$ cat src/rtl/spi_flash_id_reader.sv
// SPI mode-0 master that issues JEDEC Read-ID (0x9F) and captures the 3-byte flash ID.
// Define FLASH_WAKEUP_EN to precede every read with Release-Power-Down (0xAB) plus a CS-high gap.
`timescale 1ns/1ps
module spi_flash_id_reader #(
    parameter int CLK_DIV     = 4,
    parameter int WAKE_CYCLES = 240
) (
    input  logic        clk,
    input  logic        reset_n,
    input  logic        start,
    output logic        busy,
    output logic        done,
    output logic [23:0] id,
    output logic        id_valid,
    output logic        sck,
    output logic        cs_n,
    output logic        mosi,
    input  logic        miso
);

    localparam int             TW        = $clog2(CLK_DIV + 1);
    localparam logic [TW-1:0]  T_RELOAD  = TW'(CLK_DIV - 1);
    localparam logic [7:0]     CMD_RDID  = 8'h9F;

    if (CLK_DIV < 1 || CLK_DIV > 255) begin : g_bad_clk_div
        $error("CLK_DIV must be in 1..255");
    end
    if (WAKE_CYCLES < 1) begin : g_bad_wake_cycles
        $error("WAKE_CYCLES must be at least 1");
    end

    typedef enum logic [2:0] {
        IDLE,
`ifdef FLASH_WAKEUP_EN
        WAKE_SETUP,
        WAKE_SHIFT,
        WAKE_HOLD,
        WAKE_GAP,
`endif
        CS_SETUP,
        SHIFT,
        CS_HOLD
    } state_t;

    state_t          state_q, state_d;
    logic [TW-1:0]   tmr_q, tmr_d;
    logic [5:0]      bit_q, bit_d;
    logic [7:0]      cmd_q, cmd_d;
    logic [23:0]     sh_q, sh_d;
    logic            sck_d, cs_n_d, busy_d, done_d, id_valid_d;
    logic [23:0]     id_d;
    logic            tmr_zero;

`ifdef FLASH_WAKEUP_EN
    localparam int             GW        = $clog2(WAKE_CYCLES + 1);
    localparam logic [GW-1:0]  G_RELOAD  = GW'(WAKE_CYCLES - 1);
    localparam logic [7:0]     CMD_RPD   = 8'hAB;
    logic [GW-1:0]   gap_q, gap_d;
    logic            gap_zero;
    assign gap_zero = (gap_q == '0);
`endif

    assign tmr_zero = (tmr_q == '0);
    // The command register doubles as the MOSI flop; it drains to zero for the read bits.
    assign mosi = cmd_q[7];

    always_ff @(posedge clk or negedge reset_n) begin
        if (!reset_n) begin
            state_q  <= IDLE;
            tmr_q    <= '0;
            bit_q    <= '0;
            cmd_q    <= '0;
            sh_q     <= '0;
            sck      <= 1'b0;
            cs_n     <= 1'b1;
            busy     <= 1'b0;
            done     <= 1'b0;
            id       <= '0;
            id_valid <= 1'b0;
        end else begin
            state_q  <= state_d;
            tmr_q    <= tmr_d;
            bit_q    <= bit_d;
            cmd_q    <= cmd_d;
            sh_q     <= sh_d;
            sck      <= sck_d;
            cs_n     <= cs_n_d;
            busy     <= busy_d;
            done     <= done_d;
            id       <= id_d;
            id_valid <= id_valid_d;
        end
    end

`ifdef FLASH_WAKEUP_EN
    always_ff @(posedge clk or negedge reset_n) begin
        if (!reset_n) gap_q <= '0;
        else          gap_q <= gap_d;
    end
`endif

    always_comb begin
        state_d    = state_q;
        tmr_d      = tmr_zero ? tmr_q : tmr_q - 1'b1;
        bit_d      = bit_q;
        cmd_d      = cmd_q;
        sh_d       = sh_q;
        sck_d      = sck;
        cs_n_d     = cs_n;
        busy_d     = busy;
        done_d     = 1'b0;
        id_d       = id;
        id_valid_d = id_valid;
`ifdef FLASH_WAKEUP_EN
        gap_d      = gap_zero ? gap_q : gap_q - 1'b1;
`endif

        case (state_q)
            IDLE: begin
                if (start) begin
`ifdef FLASH_WAKEUP_EN
                    state_d = WAKE_SETUP;
                    cmd_d   = CMD_RPD;
`else
                    state_d = CS_SETUP;
                    cmd_d   = CMD_RDID;
`endif
                    tmr_d      = T_RELOAD;
                    bit_d      = '0;
                    cs_n_d     = 1'b0;
                    sck_d      = 1'b0;
                    busy_d     = 1'b1;
                    id_valid_d = 1'b0;
                end
            end

`ifdef FLASH_WAKEUP_EN
            WAKE_SETUP: begin
                if (tmr_zero) begin
                    state_d = WAKE_SHIFT;
                    tmr_d   = T_RELOAD;
                end
            end

            WAKE_SHIFT: begin
                if (tmr_zero) begin
                    tmr_d = T_RELOAD;
                    if (!sck) begin
                        sck_d = 1'b1;
                    end else begin
                        sck_d = 1'b0;
                        cmd_d = {cmd_q[6:0], 1'b0};
                        if (bit_q == 6'd7) state_d = WAKE_HOLD;
                        else               bit_d   = bit_q + 6'd1;
                    end
                end
            end

            WAKE_HOLD: begin
                if (tmr_zero) begin
                    cs_n_d  = 1'b1;
                    gap_d   = G_RELOAD;
                    state_d = WAKE_GAP;
                end
            end

            WAKE_GAP: begin
                if (gap_zero) begin
                    state_d = CS_SETUP;
                    tmr_d   = T_RELOAD;
                    bit_d   = '0;
                    cmd_d   = CMD_RDID;
                    cs_n_d  = 1'b0;
                end
            end
`endif

            CS_SETUP: begin
                if (tmr_zero) begin
                    state_d = SHIFT;
                    tmr_d   = T_RELOAD;
                end
            end

            // Each bit is a low half then a high half; miso is captured on the rising step.
            SHIFT: begin
                if (tmr_zero) begin
                    tmr_d = T_RELOAD;
                    if (!sck) begin
                        sck_d = 1'b1;
                        if (bit_q >= 6'd8) sh_d = {sh_q[22:0], miso};
                    end else begin
                        sck_d = 1'b0;
                        cmd_d = {cmd_q[6:0], 1'b0};
                        if (bit_q == 6'd31) state_d = CS_HOLD;
                        else                bit_d   = bit_q + 6'd1;
                    end
                end
            end

            // The done cycle stays here so a start coinciding with done is not seen in IDLE.
            CS_HOLD: begin
                if (done) begin
                    state_d = IDLE;
                    busy_d  = 1'b0;
                end else if (tmr_zero) begin
                    cs_n_d     = 1'b1;
                    done_d     = 1'b1;
                    id_d       = sh_q;
                    id_valid_d = 1'b1;
                end
            end

            default: state_d = IDLE;
        endcase
    end

endmodule
$ cat config.mk
export PLATFORM = sky130hd
export DESIGN_NAME = spi_flash_id_reader
export DESIGN_NICKNAME = d
export VERILOG_FILES = /design/src/rtl/spi_flash_id_reader.sv
export SDC_FILE = /design/constraint.sdc
export NUM_CORES = 1
export LEC_CHECK = 0
export CAP_MARGIN = 20
export CORE_MARGIN = 2
export CORE_UTILIZATION = 45
export CTS_BUF_LIST = sky130_fd_sc_hd__clkbuf_16
export CTS_CLUSTER_SIZE = 14
export DETAILED_ROUTE_END_ITERATION = 10
export GPL_TIMING_DRIVEN = 1
export PLACE_DENSITY = 0.66
export SYNTH_ARGS = -nofsm -noshare
export SYNTH_HDL_FRONTEND = slang
export SYNTH_SLANG_ARGS = --single-unit
$ cat constraint.sdc
create_clock -name clk -period 2.2 [get_ports clk]
set_input_delay 0.66 -clock clk [delete_from_list [all_inputs] [get_ports clk]]
set_output_delay 0.66 -clock clk [all_outputs]
set_load 0.03 [all_outputs]
==> impl_results.md <==
- Number of buffers inserted by port buffering: 33
- Crit Path Category: reg2out
- Post-synth cell types: 47
- Worst-path cell with the longest stage delay: clkdlybuf4s50_1
- Average instance area after synthesis: ~13 sq um
- Cell area after layout: slightly above 4000 sq um
- Critical path buffer and inverter count: 1
- Delay of the slowest cell on the worst path: 0.69 ns
- Worst path required time: 1.54 ns
- Fraction of final layout cells sized beyond drive strength 1: 27.3%
- Post-synthesis net count: 265
- Clk pin slew, worst setup/hold paths: 0.06 ns
- Share of total power in the clock network: approximately 51%
- Worst slack at placement: 0.102 ns
- Aggregate routed wire length: about 5800 um
- Routed len/inst: 14.5 um
- Wire length of the first global-routing pass: 10,300 um
- Cells along the critical path: clkdlybuf4s50_1
- Cell Int Power: 0.00222 W
- Total global routing overflow: 0
- Post-detailed-route DRC marker count: 0
- Sequential share of power: about 47%
- Predominant post-synthesis flop cell: dfrtp_1
- Worst slew pin tran: 0.387 ns
- Switching power as a share of total power: 21.6%
- Final weighted congestion in routability-driven placement: ~0.8
- Number of failing hold endpoints at the final stage: 0
- Relative contribution of combinational cells to total power: 1.8%
- Result of the run: finished clean
- First drt pass iteration count: 4
- Total negative slack: 0 ns
- Vias per inst: ~5.2
- Crit end category: output port
- Via count of the first global-routing pass: 2,165
- Total power density per cell area: 692 nW/um^2
- Register area: 1800 sq um
- Vias after detailed routing: 2,068
- Warnings from Yosys: 0
- Fraction of registers with async set or reset after synthesis: 100%
- Worst Hold Class: in2async
- Overall fraction of global-route tracks in use: ~16%
- Fillcell total: 600
- Multiplexer fraction of the synthesized cell area: 20.4%
- P&R area growth vs syn: 23.3%
- Top cell type's share of synthesized area: 53.5%
- Max Clk Rate: around 490 MHz
- Fraction of the yosys area taken by sequential cells: about 54%
- Depth of the CTS H-tree: 3
- Main combinational cell family by area after synthesis: multiplexers
- Number of DRC markers in iteration 0: 73
- Worst Setup Slack, final: around 0.15 ns
- Buffer depth of the longest clock path: 2
- Number of buffers inserted during clock tree synthesis: 9
- Largest net degree at the start of global routing: 73
- Width of the chip: approximately 90 um
- Cell types with the largest area share after synthesis: dfrtp_1, mux2_2, mux2_4, ha_1, inv_1
- Final number of setup-violating endpoints: 0
- Arrival @ worst endpoint: 1.39 ns
- Cell count after synthesis: 252
- Peak VDD IR: 0.419 mV
- Critical-path maximum fanout: 3
- Max Slew Vio Count: 0
- RSZ-0062 raised after global routing: no
- Initial antenna violation count: 0
- Commonest cells after routing, fill and taps aside: dfrtp_1, clkdlybuf4s50_1, mux2_2
- Mapped Area: approximately 3300 sq um
- Detail Placement HPWL: 3630 um
- Post-route clock period utilization: 93.4%
- Root cell of the clock tree: clkbuf_16
- Cell taking the most area after synthesis: dfrtp_1
- CTS tree: built
- Insertion delay to the later sink of the worst-skew pair: roughly 0.32 ns
- Synthesized flop and latch total: between 70 and 80
- Count of nets left with antenna violations after detail routing: 0
- Post-synth EDFFs: 0
- Area of the die: ~8000 sq um
- Most frequent standard cell in the layout excluding fill and tap cells: dfrtp_1
- Worst Setup Start Kind: register
- Complex-gate fraction of the synthesized area: 9.38%
- Fin crit period: slightly above 2 ns
- CTS sink count: just over 70
- Crit-path leading delay family: buffers and inverters
- Total area of multi-input combinational cells: 1350 sq um
- Max Cap Violations: 0
- Post-synthesis simple-gate area fraction: 7.15%
- Chip height: 89.9 um
- Post-synthesis share of cell area spent on full adders, half adders and majority gates: 3.39%
- Number of cell rows: 31
- Hold-fix buffers at CTS: 0
- Synth Area in XOR/XNOR: less than 1%
- Max Clock Skew: 0.00596 ns
- Headroom to the max-slew limit: ~74%
- Final net count: 308
- Number of I/O pins: 34
- Diodes inserted: 0
- Std-Cell Core Area: 7210 sq um
- Leakage power figure: 1.90 nW
- Switch Pwr: 0.000613 W
- Effective utilization at floorplan: roughly 46%
- Instance area after placement: 3800 sq um
## flip-flops by register name, summed over array words and instances (netlist names)
register  count
sck           1
cs_n          1
cmd_q         8
tmr_q         3
bit_q         6
id_valid      1
id           24
state_q       2
busy          1
sh_q         24
done          1
## kinds of logic (layout without fill, tap and decap cells)
logic type	Yosys count	count (layout)
buffers and inverters	29	77
DFF	72	72
adders and majority gates	9	9
and+or+nand+nor	42	42
xor gates and xnor gates	1	1
AOI/OAI and AO/OA	45	45
muxes	54	54
## per-stage QoR
stage          utilization, %  power (W)  std cells  hold slack (ns)
2_1_floorplan               -    0.00137        252            0.364
3_3_place_gp             52.7    0.00141        383            0.453
3_5_place_dp             52.7    0.00141        383            0.453
4_1_cts                  56.8    0.00287        399            0.367
5_1_grt                  56.8    0.00294        399            0.368
6_report                 56.8    0.00284        399            0.341
## synth_stat cells, types with 2 or more instances
master / instances
a21oi_1: 10
mux2_2: 27
nand3b_1: 2
o311ai_0: 2
and3_1: 3
nand2b_1: 4
buf_6: 2
mux2_4: 20
inv_1: 16
nor2_1: 10
buf_12: 2
mux2i_1: 5
mux2_1: 2
nand2_1: 8
buf_4: 3
a31oi_1: 6
ha_1: 9
buf_2: 3
o21ai_0: 11
nand4_1: 3
nand3_1: 6
a22o_1: 3
dfrtp_1: 71
## per-layer routing
layer  share of wire [%]  global-route usage, %  routed length, um
met3                 4.0                   4.69                234
met5                   0                      0                  0
met2                  45                   23.3               2610
met4                 1.1                   5.38                 62
met1                  50                   22.2               2870
## power groups by stage
stage                     combinational [W]  sequential (W)  clock [W]
after floorplan                   0.0000120         0.00136          0
after global placement            0.0000518         0.00136          0
after detailed placement          0.0000523         0.00136          0
after CTS                         0.0000524         0.00133    0.00148
after global routing              0.0000578         0.00133    0.00155
final                             0.0000499         0.00133    0.00145
## worst paths after layout
kind,from,endpoint,slack (ns),cells after the start
max,busy$_DFFE_PN0P_,busy,0.15,1
min,reset_n,tmr_q[1]$_DFF_PN0_,0.34,2
max reg2reg,tmr_q[0]$_DFF_PN0_,sh_q[0]$_DFFE_PN0P_,0.29,6
min reg2reg,tmr_q[0]$_DFF_PN0_,tmr_q[0]$_DFF_PN0_,0.46,1
max in group asynchronous,reset_n,cs_n$_DFFE_PN1P_,1.52,2
min in group clk,tmr_q[0]$_DFF_PN0_,tmr_q[0]$_DFF_PN0_,0.46,1
## repair_timing
| action | 4_1_cts | 5_1_grt |
|---|---|---|
| hold endpoints to repair | 0 | 0 |
| setup endpoints to repair | 1 | 0 |
| setup buffers | 0 | 0 |
| gates resized for setup | 1 | 0 |
## final cells by class
class / count / share of cell area, %
Multi-Input combinational cell: 151 / 32.9
Sequential cell: 72 / 44.0
Timing Repair Buffer: 45 / 11.3
Clock inverter: 7 / 1.77
Clock buffer: 9 / 5.50
Inverter: 16 / 1.47
Tap cell: 99 / 3.02
(Power assumes the default switching activity.)
